<file path="src/rtl/rv32m_pkg.sv">
// Shared RV32M definitions: operand width, FUNC3 encodings and the
// multiply/divide sequencer state type.
package rv32m_pkg;

    localparam int XLEN = 32;

    localparam logic [2:0] F3_MUL    = 3'b000;
    localparam logic [2:0] F3_MULH   = 3'b001;
    localparam logic [2:0] F3_MULHSU = 3'b010;
    localparam logic [2:0] F3_MULHU  = 3'b011;
    localparam logic [2:0] F3_DIV    = 3'b100;
    localparam logic [2:0] F3_DIVU   = 3'b101;
    localparam logic [2:0] F3_REM    = 3'b110;
    localparam logic [2:0] F3_REMU   = 3'b111;

    typedef enum logic [1:0] {
        ST_IDLE = 2'd0,
        ST_MUL  = 2'd1,
        ST_DIV  = 2'd2,
        ST_FIN  = 2'd3
    } muldiv_state_t;

endpackage

</file>
<file path="src/rtl/muldiv_divider.sv">
// Restoring divider datapath on unsigned magnitudes: one quotient bit per
// step, 32 steps per division. Sign handling lives in the parent.
module muldiv_divider
    import rv32m_pkg::*;
(
    input  logic            clk,
    input  logic            rst,
    input  logic            clear,
    input  logic            load,
    input  logic            step,
    input  logic [XLEN-1:0] dividend,
    input  logic [XLEN-1:0] divisor,
    output logic [XLEN-1:0] quotient,
    output logic [XLEN-1:0] remainder,
    output logic [4:0]      count
);

    logic [XLEN-1:0] rem_q;
    logic [XLEN-1:0] quo_q;
    logic [XLEN-1:0] dsr_q;
    logic [4:0]      cnt_q;
    logic [XLEN:0]   shifted;
    logic [XLEN:0]   diff;

    // The partial remainder stays below the divisor, so a 33-bit compare
    // suffices: diff[XLEN] set means the trial subtraction went negative.
    always_comb begin
        shifted = {rem_q, quo_q[XLEN-1]};
        diff    = shifted - {1'b0, dsr_q};
    end

    always_ff @(posedge clk) begin
        if (rst || clear) begin
            rem_q <= '0;
            quo_q <= '0;
            dsr_q <= '0;
            cnt_q <= '0;
        end else if (load) begin
            rem_q <= '0;
            quo_q <= dividend;
            dsr_q <= divisor;
            cnt_q <= '0;
        end else if (step) begin
            if (!diff[XLEN]) begin
                rem_q <= diff[XLEN-1:0];
                quo_q <= {quo_q[XLEN-2:0], 1'b1};
            end else begin
                rem_q <= shifted[XLEN-1:0];
                quo_q <= {quo_q[XLEN-2:0], 1'b0};
            end
            cnt_q <= cnt_q + 5'd1;
        end
    end

    assign quotient  = quo_q;
    assign remainder = rem_q;
    assign count     = cnt_q;

endmodule

</file>
<file path="src/rtl/muldiv_unit.sv">
// RV32M multiply/divide unit for the EX stage: 2-cycle multiply, 33-cycle
// restoring divide, single-cycle DONE pulse with a held RESULT register.
//
// state | meaning
// IDLE  | waiting for START; DONE cycle of the previous op lands here
// MUL   | registering the 66-bit product
// DIV   | 32 restoring-division steps
// FIN   | sign fix and RESULT load; DONE follows
module muldiv_unit
    import rv32m_pkg::*;
(
    input  logic            CLK,
    input  logic            RST,
    input  logic            START,
    input  logic [2:0]      FUNC3,
    input  logic [XLEN-1:0] OPERAND1,
    input  logic [XLEN-1:0] OPERAND2,
    input  logic            FLUSH,
    output logic            BUSY,
    output logic            DONE,
    output logic [XLEN-1:0] RESULT
);

    muldiv_state_t state_q, state_d;

    logic            accept, div_load, div_step, prod_load, fin_load;
    logic            div_zero, div_ovf, special;
    logic [XLEN-1:0] special_value;
    logic            in_signed;
    logic [XLEN-1:0] mag1, mag2;

    logic [2:0]         func3_q;
    logic [XLEN-1:0]    op1_q, op2_q;
    logic               special_q;
    logic [XLEN-1:0]    special_val_q;
    logic signed [65:0] product_q;
    logic [1:0]         unused_product_msbs;

    logic signed [32:0] mul_a, mul_b;
    logic [XLEN-1:0]    quotient, remainder, q_fix, r_fix, fin_value;
    logic [4:0]         count;
    logic               q_neg, r_neg;

    // Special-case detection and magnitude formation act on live inputs at accept.
    always_comb begin
        in_signed     = !FUNC3[0];
        div_zero      = (OPERAND2 == '0);
        div_ovf       = in_signed && (OPERAND1 == 32'h8000_0000) && (OPERAND2 == 32'hFFFF_FFFF);
        special       = FUNC3[2] && (div_zero || div_ovf);
        special_value = div_zero ? (FUNC3[1] ? OPERAND1 : '1)
                                 : (FUNC3[1] ? '0 : 32'h8000_0000);
        mag1          = (in_signed && OPERAND1[XLEN-1]) ? (~OPERAND1 + 1'b1) : OPERAND1;
        mag2          = (in_signed && OPERAND2[XLEN-1]) ? (~OPERAND2 + 1'b1) : OPERAND2;
    end

    always_ff @(posedge CLK) begin
        if (RST) state_q <= ST_IDLE;
        else     state_q <= state_d;
    end

    always_comb begin
        state_d = state_q;
        if (FLUSH) begin
            state_d = ST_IDLE;
        end else begin
            case (state_q)
                ST_IDLE: if (START) begin
                    if (!FUNC3[2])    state_d = ST_MUL;
                    else if (special) state_d = ST_FIN;
                    else              state_d = ST_DIV;
                end
                ST_MUL:  state_d = ST_FIN;
                ST_DIV:  if (count == 5'd31) state_d = ST_FIN;
                ST_FIN:  state_d = ST_IDLE;
                default: state_d = ST_IDLE;
            endcase
        end
    end

    always_comb begin
        BUSY      = (state_q != ST_IDLE);
        accept    = (state_q == ST_IDLE) && START && !FLUSH;
        div_load  = accept && FUNC3[2] && !special;
        div_step  = (state_q == ST_DIV) && !FLUSH;
        prod_load = (state_q == ST_MUL) && !FLUSH;
        fin_load  = (state_q == ST_FIN) && !FLUSH;
    end

    muldiv_divider u_divider (
        .clk       (CLK),
        .rst       (RST),
        .clear     (FLUSH),
        .load      (div_load),
        .step      (div_step),
        .dividend  (mag1),
        .divisor   (mag2),
        .quotient  (quotient),
        .remainder (remainder),
        .count     (count)
    );

    // rs1 signed for MULH/MULHSU, rs2 signed for MULH only.
    always_comb begin
        mul_a = {(func3_q == F3_MULH || func3_q == F3_MULHSU) & op1_q[XLEN-1], op1_q};
        mul_b = {(func3_q == F3_MULH) & op2_q[XLEN-1], op2_q};
    end

    assign unused_product_msbs = product_q[65:64];

    always_comb begin
        q_neg = !func3_q[0] && (op1_q[XLEN-1] ^ op2_q[XLEN-1]);
        r_neg = !func3_q[0] && op1_q[XLEN-1];
        q_fix = q_neg ? (~quotient + 1'b1) : quotient;
        r_fix = r_neg ? (~remainder + 1'b1) : remainder;
        if (!func3_q[2])
            fin_value = (func3_q == F3_MUL) ? product_q[31:0] : product_q[63:32];
        else if (special_q)
            fin_value = special_val_q;
        else
            fin_value = func3_q[1] ? r_fix : q_fix;
    end

    always_ff @(posedge CLK) begin
        if (RST) begin
            func3_q       <= '0;
            op1_q         <= '0;
            op2_q         <= '0;
            special_q     <= 1'b0;
            special_val_q <= '0;
            product_q     <= '0;
            RESULT        <= '0;
            DONE          <= 1'b0;
        end else begin
            DONE <= fin_load;
            if (accept) begin
                func3_q       <= FUNC3;
                op1_q         <= OPERAND1;
                op2_q         <= OPERAND2;
                special_q     <= special;
                special_val_q <= special_value;
            end
            if (prod_load) product_q <= mul_a * mul_b;
            if (fin_load)  RESULT    <= fin_value;
        end
    end

endmodule

</file>
<file path="config.mk">
export PLATFORM = sky130hd
export DESIGN_NAME = muldiv_unit
export DESIGN_NICKNAME = d
export VERILOG_FILES = /design/src/rtl/rv32m_pkg.sv /design/src/rtl/muldiv_divider.sv /design/src/rtl/muldiv_unit.sv
export SDC_FILE = /design/constraint.sdc
export NUM_CORES = 2
export LEC_CHECK = 0
export CAP_MARGIN = 20
export CORE_MARGIN = 2
export CORE_UTILIZATION = 65
export CTS_CLUSTER_DIAMETER = 50
export DETAILED_ROUTE_END_ITERATION = 7
export DONT_BUFFER_PORTS = 1
export PLACE_DENSITY = 0.81
export SLEW_MARGIN = 20
export SYNTH_ARGS = -nofsm -noshare
export SYNTH_HDL_FRONTEND = slang
export SYNTH_HIERARCHICAL = 1
export SYNTH_SLANG_ARGS = --single-unit
</file>
<file path="constraint.sdc">
create_clock -name CLK -period 18.7 [get_ports CLK]
set_input_delay 3.74 -clock CLK [delete_from_list [all_inputs] [get_ports CLK]]
set_output_delay 3.74 -clock CLK [all_outputs]
set_load 0.01 [all_outputs]
</file>
-- After elaboration in Yosys (flattened, before gate mapping)
Cells that the tools add are included.
- bits in registers: 300
- latch bits: 0
- bits in writable memories: 0
- ROM bits: 0
- input port bits: 71
- output and inout port bits: 34
- logic and storage cells: 86
- memories kept: 0
- add/subtract/negate cells: 6
- multiply operators: 1
- divide/modulo/power cells: 0
- order comparisons: 0
- equality and inequality tests: 10
- shifts and indexed selects: 0
- multiplexer cells: 20
- bitwise operators: 7
- reduce and logical (&&, ||, !) cells: 29
- operators with widths (operator ; count):
    32-bit 2-to-1 mux ; 14
    32-bit by 1-bit adder with 32-bit output (second input constant) ; 4
    32-bit NOT ; 4
    32-bit == test (second input constant) ; 2
    33-bit by 33-bit multiplier with 64-bit output ; 1
    33-bit by 32-bit subtractor with 33-bit output ; 1
    32-bit logical NOT ; 1
    1-bit logical AND ; 14
    2-bit case mux with 4 select lines ; 1
    2-bit 2-to-1 mux ; 3
    5-bit by 1-bit adder with 5-bit output (second input constant) ; 1
    5-bit == test (second input constant) ; 1
    2-bit == test (second input constant) ; 2
    1-bit logical NOT ; 4
    2-bit != test (second input constant) ; 2
    2-bit nonzero test ; 2
    2-bit OR reduction ; 2
    3-bit by 1-bit == test with 1-bit output (second input constant) ; 1
    3-bit by 2-bit == test with 1-bit output (second input constant) ; 1
    3-bit logical NOT ; 1
    1-bit logical OR ; 3
    1-bit bitwise AND ; 2
    2-bit by 1-bit == test with 1-bit output (second input constant) ; 1
    2-bit logical NOT ; 1
    other kinds (3) ; 4

-- Logic depth before layout (Yosys ltp)
- depth in word-level cells: 9
- depth in mapped cells: 32
- mapped depth without buffers: 29

-- Modules after synthesis
The synthesis kept the hierarchy.
- by module, submodules not included (module ; times used ; cells an instance ; area each (µm²) ; sequential area each (µm²)):
    muldiv_unit ; 1 ; 5758 ; 49027.0 ; 3983.8
    muldiv_divider ; 1 ; 740 ; 5830.6 ; 2021.9

-- Least setup slack after synthesis
Ideal clock, no wire load.
- path type: reg2reg
- from: register func3_q[0]
- to: register product_q[63]
- setup time: 116 ps
- arrival: 8309 ps
- data required time: 18584 ps
- setup slack: 10275 ps
- stages on the path, launching flop included: 27
- path through: dfxtp_1 -> clkbuf_1 -> xnor2_1 -> nor3b_1 -> clkbuf_1 -> nand2_1 -> fa_1 -> fa_1 -> inv_1 -> fa_1 -> inv_1 -> fa_1 -> inv_1 -> fa_1 -> fa_1 -> fa_1 -> inv_1 -> fa_1 -> inv_1 -> ha_1 -> a21oi_1 -> o21bai_1 -> or3_1 -> o22ai_1 -> o31ai_2 -> or4_1 -> o211a_1
- word-level cells in the longest chain between the ends: 4
- RTL lines (what ; RTL line ; text):
    start: declaration ; muldiv_unit.sv:32 ; logic [2:0] func3_q;
    start signal: assignment ; muldiv_unit.sv:125 ; func3_q <= '0;
    start signal: assignment ; muldiv_unit.sv:136 ; func3_q <= FUNC3;
    3-bit by 1-bit == test with 1-bit output / 3-bit by 2-bit == test with 1-bit output (equally long branches) ; muldiv_unit.sv:104, muldiv_unit.sv:105 ;
    1-bit logical OR ; muldiv_unit.sv:104 ; mul_a = {(func3_q == F3_MULH || func3_q == F3_MULHSU) & op1_q[XLEN-1], op1_q};
    1-bit bitwise AND ; muldiv_unit.sv:104 ;
    33-bit by 33-bit multiplier with 64-bit output (*) ; muldiv_unit.sv:142 ; if (prod_load) product_q <= mul_a * mul_b;
    end signal: assignment ; muldiv_unit.sv:142 ;
    end: declaration ; muldiv_unit.sv:36 ; logic signed [65:0] product_q;
Mark *: on every way between the ends. The rest lies on a longest branch, timed or not.
A chain may end at the register's enable or synchronous reset.

-- Worst setup path in the final report
- from: register func3_q[1]
- to: register product_q[63]
The elaborated chain is that of the path after synthesis.

==> flow_summary.yaml <==
setup_path:
  crit_end: "product_q[63]$_SDFFE_PP0P_"
  rr_worst_depth: 27
  critPathMaxFanout: 67
  path_class: "flip-flop to flip-flop"
  crit_path_start_kind: "flip-flop"
  rr_endpoint: "product_q[63]$_SDFFE_PP0P_"
  worstPathRequired_ns: 19.12
  crit_start: "func3_q[1]$_SDFFE_PP0P_"
  endpoint_kind: "flip-flop"
  ff2ff_setup_slack_ns: 9.12
  arrival_ns: 10.00
  r2r_start: "func3_q[1]$_SDFFE_PP0P_"
pwr:
  ir_worst_vdd_mv: 0.0671
  switching_share_pct: 36.1
  p_int_w: 0.00127
  clockPowerShare_pct: 34.7
  power_density_nw_per_um2: 35.1
  pwr-share-seq_pct: 34.0
  pwr-share-comb_pct: 31.2
  net-switching-power_w: 0.000718
  p_leak_nw: 25.5
synth:
  ys_seq_area_share_pct: 10.9
  synth_edf_count: 0
  synth_cell_types: 88
  synthArstFlopShare_pct: 0
  yosys_most_used_dff: "dfxtp_1"
  yosysMostFrequentCell: "inv_1"
  syn-cell-area_um2: 54900
  synth_top_area_share_pct: 41.1
  synth_nets: 7951
  yosys_warnings: 6
  avgSynthCellArea_um2: 8.44
  synth_top_area_cell: "fa_1"
  netlist_top_cells_area: "fa_1 41%, dfxtp_1 11%, inv_1 8.4%, nand2_1 7.8%, ha_1 5.8%"
  synthTopCellsByCount: "1224 x inv_1, 1135 x nand2_1, 1126 x fa_1, 404 x a21oi_1, 369 x clkbuf_1"
  yosys_register_bits: 300
  synthCells: 6498
status:
  violations: "design-rule violations"
  status: "finished with violations"
clock_tree:
  cts_max_path_buffers: 3
  ctsRootBufferMaster: "clkbuf_16"
  clk_latency_ns: 0.53
  ctsHtreeMaxLevel: 2
  cts_tree: "built"
  cts-hold-fix-buffers: 0
  numCtsBuffers: 35
  clock_sinks: 300
  cts_setup_buffers: 0
  cts_resized: 0
  clk_pin_slew_ns: 0.07
sta:
  finClkSkew_ns: 0.0207
  period_needed_ns: 9.58
  rsz0062_at_grt: "false"
  max_freq_mhz: 104
  post-route-period-util_pct: 51.2
  hold_violations: 0
  fin_tns_setup_ns: 0
  setup_violations: 0
  maxSlewHeadroom_pct: 24.4
  worst_pin_slew_ns: 1.13
  drv_slew: 0
detailed_routing:
  drtIter0Drc: 4159
  drtAntennaViolNets: 0
  viasPerCell: 5.97
  wire_per_inst_um: 20.1
  drc: 1
  vias: 43785
  drtPass1Iterations: 8
  routed_wl_um: 147000
finish:
  nNetsFinal: 7679
  antenna_cells: 0
  syn2layout_area_growth_pct: 3.10
  design_area_um2: 56600
  layout-drive-gt1-share_pct: 3.10
grt:
  grt.total_usage_pct: 35.3
  grt_pass1_wl_um: 242000
  grt_pass1_vias: 45704
  antenna_found_initial: 0
  gr-total-overflow: 0
  grt_start_max_net_pins: 172
placed_design:
  gp_congestion: 0.953
  placed_area_um2: 55400
  dp_hpwl_um: 115000
  numPortBuffers: 0
floorplan:
  coreArea_um2: 83600
  num_io_pins: 105
  rows: 106
  fp.dieArea_um2: 86700
  die-height_um: 295
  die_x_um: 295
  start_util_pct: 65.7
job:
  maxCapViolations: 0
hold_path:
  holdCritStartpoint: "special_val_q[8]$_SDFFE_PP0P_"
  hold_path_class: "flip-flop to flip-flop"
routing by layer:
layer  share of wire [%]  routed length, um  vias to the layer above  track usage (%)
met2                  48              70100                     2160             58.1
met4                 4.8               7090                        0             14.7
met3                 8.5              12500                      442             5.29
li1                    -                  -                    19176                -
met5                   0                  0                        -                0
met1                  39              57400                    22007             47.0
registers in the layout (all words and copies together), names as in the netlist:
register / flops
special_val_q: 32
special_q: 1
op1_q: 32
u_divider/quotient: 32
op2_q: 32
u_divider/count: 5
RESULT: 32
state_q: 2
u_divider/remainder: 32
DONE: 1
func3_q: 3
product_q: 64
u_divider/dsr_q: 32
worst max-delay path: stages (launching register included):
cell and delay, ns:
dfxtp_4 0.77, xnor2_1 0.23, nor3b_2 0.07, buf_4 0.25, nand2_1 0.16, inv_1 0.10, fa_1 0.54, inv_1 0.14
fa_1 0.56, inv_1 0.07, fa_1 0.78, inv_1 0.28, fa_1 0.66, inv_1 0.49, fa_1 0.55, fa_1 0.46
fa_1 0.51, inv_1 0.05, fa_1 0.47, inv_1 0.04, ha_1 0.32, a21oi_1 0.25, o21bai_1 0.15, or3_1 0.37
o22ai_1 0.31, o31ai_2 0.19, or4_1 0.49, o211a_1 0.12
kinds of logic (layout without fill, tap and decap cells):
| group | count (synthesis) | count (layout) | share of synthesized area [%] |
|---|---|---|---|
| buffers and inverters | 1618 | 1371 | 11.1 |
| AOI/OAI and AO/OA | 835 | 835 | 9.05 |
| DFF | 300 | 300 | 10.9 |
| xor gates and xnor gates | 211 | 211 | 3.38 |
| adders and majority gates | 1382 | 1382 | 46.9 |
| muxes | 69 | 69 | 1.26 |
| and+or+nand+nor | 2083 | 2083 | 17.3 |
layout by cell type, fill, tap and decap left out, types with 22 or more instances in the layout:
cell type / synthesis / layout
ha_1: 256 / 256
nand3_1: 69 / 69
nand2_1: 1135 / 1135
clkbuf_16: 0 / 37
inv_1: 1224 / 1224
dfxtp_1: 300 / 288
nor3_1: 42 / 41
buf_4: 3 / 84
o31ai_1: 23 / 23
o21ai_0: 172 / 172
nand2b_1: 43 / 42
a21o_1: 42 / 42
nand4_1: 33 / 33
nor2_1: 276 / 276
xor2_1: 87 / 87
a21oi_1: 404 / 404
mux2i_1: 68 / 68
or3_1: 24 / 24
xnor2_1: 123 / 123
and2_1: 358 / 358
a221oi_1: 22 / 22
fa_1: 1126 / 1126
a31oi_1: 27 / 27
per-stage QoR:
step	setup slack, ns	total power, W	hold WS [ns]	std cells	util [%]
6_report	9.12	0.00199	0.453	7331	67.7
5_1_grt	8.50	0.00208	0.466	7331	67.7
4_1_cts	8.80	0.00197	0.448	7330	67.7
3_5_place_dp	8.83	0.00129	0.439	7268	66.3
3_3_place_gp	8.97	0.00128	0.434	7268	66.3
2_1_floorplan	10.28	0.00113	0.426	6498	-
worst min-delay path by stage:
stage,endpoint,slack (ns),depth (start not counted)
global route,special_val_q[6]$_SDFFE_PP0P_,0.47,2
CTS,special_val_q[10]$_SDFFE_PP0P_,0.45,2
floorplan,product_q[62]$_SDFFE_PP0P_,0.43,2
detailed placement,special_val_q[8]$_SDFFE_PP0P_,0.44,2
finish,special_val_q[8]$_SDFFE_PP0P_,0.45,2
global placement,special_val_q[20]$_SDFFE_PP0P_,0.43,2
cell type report:
cell class / instances / area, um2
flip-flops and latches: 300 / 6020
multi-input cells: 4580 / 42800
repair buffers: 85 / 651
inverters: 1224 / 4590
well taps: 1080 / 1350
fillers: 6612 / 27000
clock buffers: 48 / 1010
clock inverters: 14 / 135
power groups by stage:
stage	sequential, W	clock [W]	combinational (W)
6_report	0.000675	0.000690	0.000621
5_1_grt	0.000677	0.000714	0.000686
4_1_cts	0.000674	0.000687	0.000611
3_5_place_dp	0.000688	0	0.000605
3_3_place_gp	0.000687	0	0.000593
2_1_floorplan	0.000676	0	0.000453
Note: power is estimated with default switching activity, not from simulation.
